[config.mk]
export PLATFORM = sky130hd
export DESIGN_NAME = video_timing_gen
export DESIGN_NICKNAME = d
export VERILOG_FILES = /design/src/rtl/video_timing_gen.sv
export SDC_FILE = /design/constraint.sdc
export NUM_CORES = 1
export LEC_CHECK = 0
export CORE_ASPECT_RATIO = 1.4
export CORE_MARGIN = 2
export CORE_UTILIZATION = 25
export CTS_BUF_LIST = sky130_fd_sc_hd__clkbuf_2
export DETAILED_ROUTE_END_ITERATION = 6
export HOLD_SLACK_MARGIN = 0.12
export PLACE_DENSITY_LB_ADDON = 0.12
export SETUP_SLACK_MARGIN = 0.5
export SYNTH_ARGS = -nofsm -noshare
export SYNTH_HDL_FRONTEND = slang
export SYNTH_SLANG_ARGS = --single-unit
[constraint.sdc]
create_clock -name gpu_clk -period 2.9 [get_ports gpu_clk]
set_input_delay 0.435 -clock gpu_clk [delete_from_list [all_inputs] [get_ports gpu_clk]]
set_output_delay 0.435 -clock gpu_clk [all_outputs]
set_load 0.01 [all_outputs]
[src/rtl/video_timing_gen.sv]
// rtl/video_timing_gen.sv - free-running raster timing generator for the scanline renderers and VGA pins
//
// Purpose: counts pixel clocks and raw lines, folds raw lines into game rows
// (LINE_REPEAT raw lines per row), and produces sync, visibility, blanking,
// a completed-frame counter and a level vblank interrupt.
//
// Ports:
//   gpu_clk      in   pixel clock, all state on posedge
//   rst          in   asynchronous active-high reset
//   irq_enable   in   permits setting vblank_irq on the vblank event
//   irq_ack      in   clears vblank_irq (already synchronous to gpu_clk)
//   current_x    out  horizontal counter 0..H_TOTAL-1
//   current_y    out  game row (raw_line / LINE_REPEAT)
//   next_x       out  current_x after the next edge
//   next_y       out  current_y after the next edge
//   hsync        out  active-low horizontal sync
//   vsync        out  active-low vertical sync
//   visible      out  inside the GAME_W x GAME_H area
//   vblank       out  raw_line >= V_VISIBLE
//   vblank_irq   out  level interrupt request
//   frame_count  out  completed-frame counter, wraps 255 -> 0
module video_timing_gen #(
  parameter int H_VISIBLE   = 320,
  parameter int H_FRONT     = 8,
  parameter int H_SYNC      = 48,
  parameter int H_BACK      = 24,
  parameter int V_VISIBLE   = 480,
  parameter int V_FRONT     = 10,
  parameter int V_SYNC      = 2,
  parameter int V_BACK      = 33,
  parameter int LINE_REPEAT = 2,
  parameter int GAME_W      = 256,
  parameter int GAME_H      = 240
) (
  input  logic       gpu_clk,
  input  logic       rst,
  input  logic       irq_enable,
  input  logic       irq_ack,
  output logic [8:0] current_x,
  output logic [8:0] current_y,
  output logic [8:0] next_x,
  output logic [8:0] next_y,
  output logic       hsync,
  output logic       vsync,
  output logic       visible,
  output logic       vblank,
  output logic       vblank_irq,
  output logic [7:0] frame_count
);

  localparam int H_TOTAL = H_VISIBLE + H_FRONT + H_SYNC + H_BACK;
  localparam int V_TOTAL = V_VISIBLE + V_FRONT + V_SYNC + V_BACK;
  localparam int REP_W   = (LINE_REPEAT < 2) ? 1 : $clog2(LINE_REPEAT);

  // Ten-bit compare constants so bounds equal to 512 do not truncate.
  localparam logic [8:0]       H_LAST   = 9'(H_TOTAL - 1);
  localparam logic [9:0]       V_LAST   = 10'(V_TOTAL - 1);
  localparam logic [REP_W-1:0] REP_LAST = REP_W'(LINE_REPEAT - 1);
  localparam logic [9:0]       HS_START = 10'(H_VISIBLE + H_FRONT);
  localparam logic [9:0]       HS_END   = 10'(H_VISIBLE + H_FRONT + H_SYNC);
  localparam logic [9:0]       VS_START = 10'(V_VISIBLE + V_FRONT);
  localparam logic [9:0]       VS_END   = 10'(V_VISIBLE + V_FRONT + V_SYNC);
  localparam logic [9:0]       V_VIS    = 10'(V_VISIBLE);
  localparam logic [9:0]       GW       = 10'(GAME_W);
  localparam logic [9:0]       GH       = 10'(GAME_H);

  if (LINE_REPEAT < 2) begin : g_err_rep
    $error("LINE_REPEAT must be at least 2");
  end
  if (H_TOTAL > 512) begin : g_err_htot
    $error("H_TOTAL must not exceed 512");
  end
  if ((V_TOTAL + LINE_REPEAT - 1) / LINE_REPEAT > 512) begin : g_err_rows
    $error("game row count must not exceed 512");
  end
  if (GAME_W > H_VISIBLE) begin : g_err_gw
    $error("GAME_W must not exceed H_VISIBLE");
  end
  if (GAME_H * LINE_REPEAT > V_VISIBLE) begin : g_err_gh
    $error("GAME_H * LINE_REPEAT must not exceed V_VISIBLE");
  end

  logic [8:0]       h_cnt_q, h_cnt_d;
  logic [9:0]       raw_line_q, raw_line_d;
  logic [REP_W-1:0] rep_cnt_q, rep_cnt_d;
  logic [8:0]       y_cnt_q, y_cnt_d;
  logic             hsync_q, hsync_d;
  logic             vsync_q, vsync_d;
  logic             vblank_irq_q, vblank_irq_d;
  logic [7:0]       frame_count_q, frame_count_d;
  logic             vblank_evt;

  always_comb begin
    h_cnt_d    = h_cnt_q + 9'd1;
    raw_line_d = raw_line_q;
    rep_cnt_d  = rep_cnt_q;
    y_cnt_d    = y_cnt_q;
    if (h_cnt_q == H_LAST) begin
      h_cnt_d = 9'd0;
      if (raw_line_q == V_LAST) begin
        // End of frame resets the row fold even mid-repeat, so an odd
        // V_TOTAL leaves the last row one raw line tall.
        raw_line_d = 10'd0;
        rep_cnt_d  = '0;
        y_cnt_d    = 9'd0;
      end else begin
        raw_line_d = raw_line_q + 10'd1;
        if (rep_cnt_q == REP_LAST) begin
          rep_cnt_d = '0;
          y_cnt_d   = y_cnt_q + 9'd1;
        end else begin
          rep_cnt_d = rep_cnt_q + REP_W'(1);
        end
      end
    end

    // Syncs decode the next-state counters so the registered pins line up
    // with current_x / raw_line without a combinational glitch path.
    hsync_d = !(({1'b0, h_cnt_d} >= HS_START) && ({1'b0, h_cnt_d} < HS_END));
    vsync_d = !((raw_line_d >= VS_START) && (raw_line_d < VS_END));

    // h_cnt_d is zero only on a line wrap, so this is a single edge per frame.
    vblank_evt    = (h_cnt_d == 9'd0) && (raw_line_d == V_VIS);
    frame_count_d = frame_count_q + {7'd0, vblank_evt};

    vblank_irq_d = vblank_irq_q;
    if (vblank_evt) begin
      if (irq_enable) begin
        vblank_irq_d = 1'b1;
      end
    end else if (irq_ack) begin
      vblank_irq_d = 1'b0;
    end
  end

  always_ff @(posedge gpu_clk or posedge rst) begin
    if (rst) begin
      h_cnt_q       <= 9'd0;
      raw_line_q    <= 10'd0;
      rep_cnt_q     <= '0;
      y_cnt_q       <= 9'd0;
      hsync_q       <= 1'b1;
      vsync_q       <= 1'b1;
      vblank_irq_q  <= 1'b0;
      frame_count_q <= 8'd0;
    end else begin
      h_cnt_q       <= h_cnt_d;
      raw_line_q    <= raw_line_d;
      rep_cnt_q     <= rep_cnt_d;
      y_cnt_q       <= y_cnt_d;
      hsync_q       <= hsync_d;
      vsync_q       <= vsync_d;
      vblank_irq_q  <= vblank_irq_d;
      frame_count_q <= frame_count_d;
    end
  end

  assign current_x   = h_cnt_q;
  assign current_y   = y_cnt_q;
  assign next_x      = h_cnt_d;
  assign next_y      = y_cnt_d;
  assign hsync       = hsync_q;
  assign vsync       = vsync_q;
  assign visible     = ({1'b0, h_cnt_q} < GW) && ({1'b0, y_cnt_q} < GH);
  assign vblank      = raw_line_q >= V_VIS;
  assign vblank_irq  = vblank_irq_q;
  assign frame_count = frame_count_q;

endmodule
# Word-level counts from Yosys, hierarchy flattened
# Cells that the tools add are included.
dict set report totals {
  ram_bits 0
  wordCells 44
  romBits 0
  out_inout_bits 49
  n_memories 0
  latch_bits 0
  in_bits 4
  ff_bits 40
}
dict set report classes {
  n_mux 11
  addsub 5
  n_eq_ne 4
  order_cmp 7
  n_shift 0
  multipliers 0
  n_reduce_logical 9
  n_div 0
  bitwise_logic 0
}
# operator count
set op_table {}
lappend op_table {{$mux W9} 4}
lappend op_table {{$ge A10 B9 Y1 const B} 2}
lappend op_table {{$mux W10} 2}
lappend op_table {{$add A9 B1 Y9 const B} 2}
lappend op_table {{$lt A9 B9 Y1 const B} 2}
lappend op_table {{$add A10 B1 Y10 const B} 1}
lappend op_table {{$eq A10 B10 Y1 const B} 1}
lappend op_table {{$eq A10 B9 Y1 const B} 1}
lappend op_table {{$lt A10 B9 Y1 const B} 1}
lappend op_table {{$eq A9 B9 Y1 const B} 1}
lappend op_table {{$ge A9 B9 Y1 const B} 1}
lappend op_table {{$logic_not A9 Y1} 1}
lappend op_table {{$lt A9 B8 Y1 const B} 1}
lappend op_table {{$add A8 B1 Y8} 1}
lappend op_table {{$mux W1} 5}
lappend op_table {{$logic_and A1 B1 Y1} 4}
lappend op_table {{$logic_not A1 Y1} 2}
lappend op_table {{$ne A2 B2 Y1 const B} 1}
lappend op_table {{$reduce_and A2 Y1} 1}
lappend op_table {{$reduce_bool A2 Y1} 1}
lappend op_table {{$add A1 B1 Y1 const B} 1}

# Logic depth before layout (Yosys ltp)
dict set report depth {
  word_depth 7
  depth_mapped 14
}

# Worst setup path after synthesis
# OpenSTA, ideal clock, no wires.
dict set report synth_path {
  path_type {flip-flop to flip-flop}
  from {register h_cnt_q[0] (netlist: current_x[0])}
  to {register frame_count_q[7] (netlist: frame_count[7])}
  t_arrival_ps 2941
  synth_period_minus_slack_ps 3066
  slack_ps -166
  path_stages_with_launch 15
  cell_sequence {dfrtp_1 -> ha_1 -> buf_4 -> and4_1 -> clkbuf_1 -> nand2_1 -> nor2_1 -> a2111oi_2 -> nand4_1 -> inv_1 -> ha_1 -> and3_1 -> nand3_1 -> or2_2 -> xnor2_1}
}
dict set report synth_between {
  elab_chain_len 5
  elab_cells_between_ends 8
  cone_classes {add/sub: 2; eq/ne: 2; mux: 2; reduce/logical: 2}
}
# item line
set synth_lines {}
lappend synth_lines {{start: declaration} 83} ;# logic [8:0] h_cnt_q, h_cnt_d;
lappend synth_lines {{start signal: assignment} 147} ;# h_cnt_q <= h_cnt_d;
lappend synth_lines {{$add A9 B1 Y9 / $eq A9 B9 Y1 (equally long branches)} {94, 98}}
lappend synth_lines {{$mux W9 / $mux W10 (equally long branches)} 98} ;# if (h_cnt_q == H_LAST) begin
lappend synth_lines {{$logic_not A9 Y1 / $eq A10 B9 Y1 (equally long branches)} 123} ;# vblank_evt = (h_cnt_d == 9'd0) && (raw_line_d == V_VIS);
lappend synth_lines {{$logic_and A1 B1 Y1 *} 123}
lappend synth_lines {{via vblank_evt} 91} ;# logic vblank_evt;
lappend synth_lines {{$add A8 B1 Y8 *} 124} ;# frame_count_d = frame_count_q + {7'd0, vblank_evt};
lappend synth_lines {{via frame_count_d[7]} 90} ;# logic [7:0] frame_count_q, frame_count_d;
lappend synth_lines {{end signal: assignment} 154} ;# frame_count_q <= frame_count_d;
lappend synth_lines {{end: declaration} 90}
# The timed path passes the listed nets; every way through them passes the cells marked *.
# A chain may end at the register's enable or synchronous reset.

# Final worst setup path
dict set report layout_path {
  from {register h_cnt_q[1] (netlist: current_x[1])}
  to {register frame_count_q[7] (netlist: frame_count[7])}
}
# The elaborated chain is that of the path after synthesis.

==> results.sh <==
export IMPL_status="finished, violations left"
export IMPL_violations="setup timing"
export IMPL_postCtsHoldBufs=0
export IMPL_finalWorstSetupSlack_ns=-0.0114
export IMPL_yosysWarningCount=0
export IMPL_grt_pass1_wl_um=11300
export IMPL_worstMarginPinSlew_ns=0.421
export IMPL_grt_ovfl_total=0
export IMPL_path_class="reg -> reg"
export IMPL_critPathMaxStageDelay_ns=0.47
export IMPL_grt_pass1_vias=2292
export IMPL_fmax_mhz=343
export IMPL_critPathTopFamily="simple AND/OR/NAND/NOR gates"
export IMPL_layout_commonest_cell="buf_4"
export IMPL_drt_pass1_iter_count=4
export IMPL_power_density_nw_per_um2=227
export IMPL_timing_rr_start="current_x[1]$_DFF_PP0_"
export IMPL_io_buffers=52
export IMPL_critPathBufInv=2
export IMPL_final_nets=386
export IMPL_synth_edf_count=0
export IMPL_path_clk_slew_ns=0.23
export IMPL_htreeDepth=2
export IMPL_critPathLaunchType="flip-flop"
export IMPL_finalInstanceArea_um2=4090
export IMPL_min_period_ns=2.91
export IMPL_final_cell_mix="buf_4 (72), dfrtp_1 (36), clkdlybuf4s50_1 (32), buf_6 (30), nand2_1 (21)"
export IMPL_wl_per_cell_um=14.9
export IMPL_fillers=836
export IMPL_synth_nets=240
export IMPL_finalCritPeriodShare=1.00
export IMPL_startpoint="current_x[1]$_DFF_PP0_"
export IMPL_die_area_um2=9770
export IMPL_crit_cells=12
export IMPL_core_um2=8660
export IMPL_synth_seq_cells=40
export IMPL_ys_async_sr_fraction=1.00
export IMPL_chipHeight_um=116
export IMPL_netlist_area_um2=2250
export IMPL_hold_viol=0
export IMPL_p_leak_nw=1.92
export IMPL_yosysSeqAreaShare=0.447
export IMPL_setup_worst_path_end="frame_count[7]$_DFF_PP0_"
export IMPL_crit_chain="buf_6 -> and3_4 -> mux2_4 -> o32a_4 -> a2111oi_4 -> nand4_1 -> inv_1 -> ha_4 -> and3_4 -> nand3_4 -> or2_4 -> xnor2_2"
export IMPL_io_pins=53
export IMPL_r2r_cells=12
export IMPL_clk_latency_ns=0.44
export IMPL_initial_utilization=0.259
export IMPL_syn_to_final_growth_pct=82.2
export IMPL_cts_made_buffers=5
export IMPL_drtIter0Drc=89
export IMPL_cap_violations=0
export IMPL_maxSlewHeadroom=0.717
export IMPL_r2r_end="frame_count[7]$_DFF_PP0_"
export IMPL_clock_tree_buffer_depth=2
export IMPL_grt_usage=0.145
export IMPL_wirelength_um=7200
export IMPL_crit_required_ns=3.26
export IMPL_drc=0
export IMPL_vias_per_cell=4.78
export IMPL_hold_class="in -> async"
export IMPL_yosys_most_used_dff="dfrtp_1"
export IMPL_vdd_drop_max_mv=0.180
export IMPL_routabilityCongestion=0.759
export IMPL_ant_nets=0
export IMPL_maxSlewViolCount=0
export IMPL_skew_ns=0.0156
export IMPL_rsz0062_at_grt="yes"
export IMPL_die_x_um=84.1
export IMPL_syn_avg_cell_area_um2=9.76
export IMPL_cp_arrival_ns=3.28
export IMPL_cp_max_fo=3
export IMPL_path_common_cell="and3_4"
export IMPL_clock_root_buffer="clkbuf_2"
export IMPL_rows=40
export IMPL_cts_tree="done"
export IMPL_place_area_um2=3200
export IMPL_cp_end_kind="flip-flop"
export IMPL_vias=2310
export IMPL_grt_max_degree=17
export IMPL_final_layout_size_suffix_gt1_frac=0.512
export IMPL_cts_sinks=40
export IMPL_syn_inst=230
export IMPL_slowest_stage="dfrtp_1"
export IMPL_finalSetupViolCount=1
export IMPL_synth_cell_types=51
export IMPL_worst_r2r_setup_slack_ns=-0.01
export IMPL_antenna_found_initial=1
export IMPL_dpl_worst_slack_ns=-0.00858
export IMPL_dpl_hpwl_um=4840
## how the worst min path moves through the flow
stage	from	to	slack, ns	depth (start not counted)
after CTS	rst	current_y[8]$_DFF_PP0_	0.19	2
after floorplan	frame_count[7]$_DFF_PP0_	frame_count[7]$_DFF_PP0_	0.50	1
after global routing	rst	current_y[8]$_DFF_PP0_	0.20	2
after detailed placement	frame_count[7]$_DFF_PP0_	frame_count[7]$_DFF_PP0_	0.47	1
final	rst	current_y[8]$_DFF_PP0_	0.19	2
after global placement	frame_count[7]$_DFF_PP0_	frame_count[7]$_DFF_PP0_	0.46	1
## power breakdown
part | internal [W] | leakage, nW | total, W | switching, W
sequential | 0.000559 | 0.536 | 0.000559 | 0
combinational | 0.00000588 | 1.34 | 0.0000187 | 0.0000128
clock | 0.000140 | 0.0380 | 0.000349 | 0.000209
total | 0.000705 | 1.92 | 0.000927 | 0.000222
## cells by family after synthesis
kind of cell    share of synthesized area
fa+ha+maj                          0.0334
simple gates                        0.256
flops                               0.447
buf+inv                            0.0540
xor+xnor                           0.0702
compound gates                      0.134
mux                               0.00501
## Yosys cell counts (all sizes together) (4+ instances only)
library cell	n	area (um2)
a21oi	7	35.0
and3	5	31.3
and4	4	36.3
buf	8	75.1
dfrtp	38	951
ha	6	75.1
inv	7	26.3
nand2	25	93.8
nand2b	6	37.5
nand3	17	85.1
nand4	8	50.1
nor2	11	43.8
nor3	9	45.0
o21ai	18	90.1
xnor2	7	61.3
xor2	11	96.3
## registers in the layout, indices dropped and copies added (netlist names)
name,flops
current_x,9
raw_line_q,10
current_y,9
vsync,1
vblank_irq,1
frame_count,8
rep_cnt_q,1
hsync,1
## stage by stage
step / hold slack [ns] / setup TNS, ns / instances / util / power, W
CTS: 0.193 / 0 / 463 / 0.431 / 0.000942
global placement: 0.463 / 0 / 417 / 0.369 / 0.000588
global route: 0.199 / -0.282 / 483 / 0.473 / 0.000960
detailed placement: 0.466 / -0.00858 / 417 / 0.369 / 0.000588
floorplan: 0.499 / 0 / 230 / - / 0.000577
finish: 0.194 / -0.0114 / 483 / 0.473 / 0.000927
## repair_timing
action / 4_1_cts / 5_1_grt
pin swaps: 17 / 28
gates resized for setup: 126 / 48
endpoints found under the setup margin: 26 / 26
setup buffers: 38 / 19
## area by class of cell
class | count | area [um2] | area share
clock inverter | 3 | 37.5 | 0.00917
clock buffer | 5 | 25.0 | 0.00612
inverter | 7 | 26.3 | 0.00642
sequential | 40 | 1010 | 0.246
tap | 105 | 131 | 0.0321
timing repair buffer | 151 | 1320 | 0.323
multi-input combinational | 171 | 1540 | 0.376
antenna | 1 | 2.50 | 0.000612
## worst register-to-register path: stages (launching register included)
cell       delay [ns]
dfrtp_1          0.47
buf_6            0.14
and3_4           0.18
mux2_4           0.30
o32a_4           0.34
a2111oi_4        0.34
nand4_1          0.16
inv_1            0.12
ha_4             0.15
and3_4           0.19
nand3_4          0.07
or2_4            0.26
xnor2_2          0.12
## routing by layer
metal / global-route usage / routed length, um
met5: 0 / 0
met4: 0.0624 / 157
met3: 0.0261 / 188
met2: 0.267 / 3900
met1: 0.165 / 2960
No activity file was read; power rests on OpenSTA's default activity.
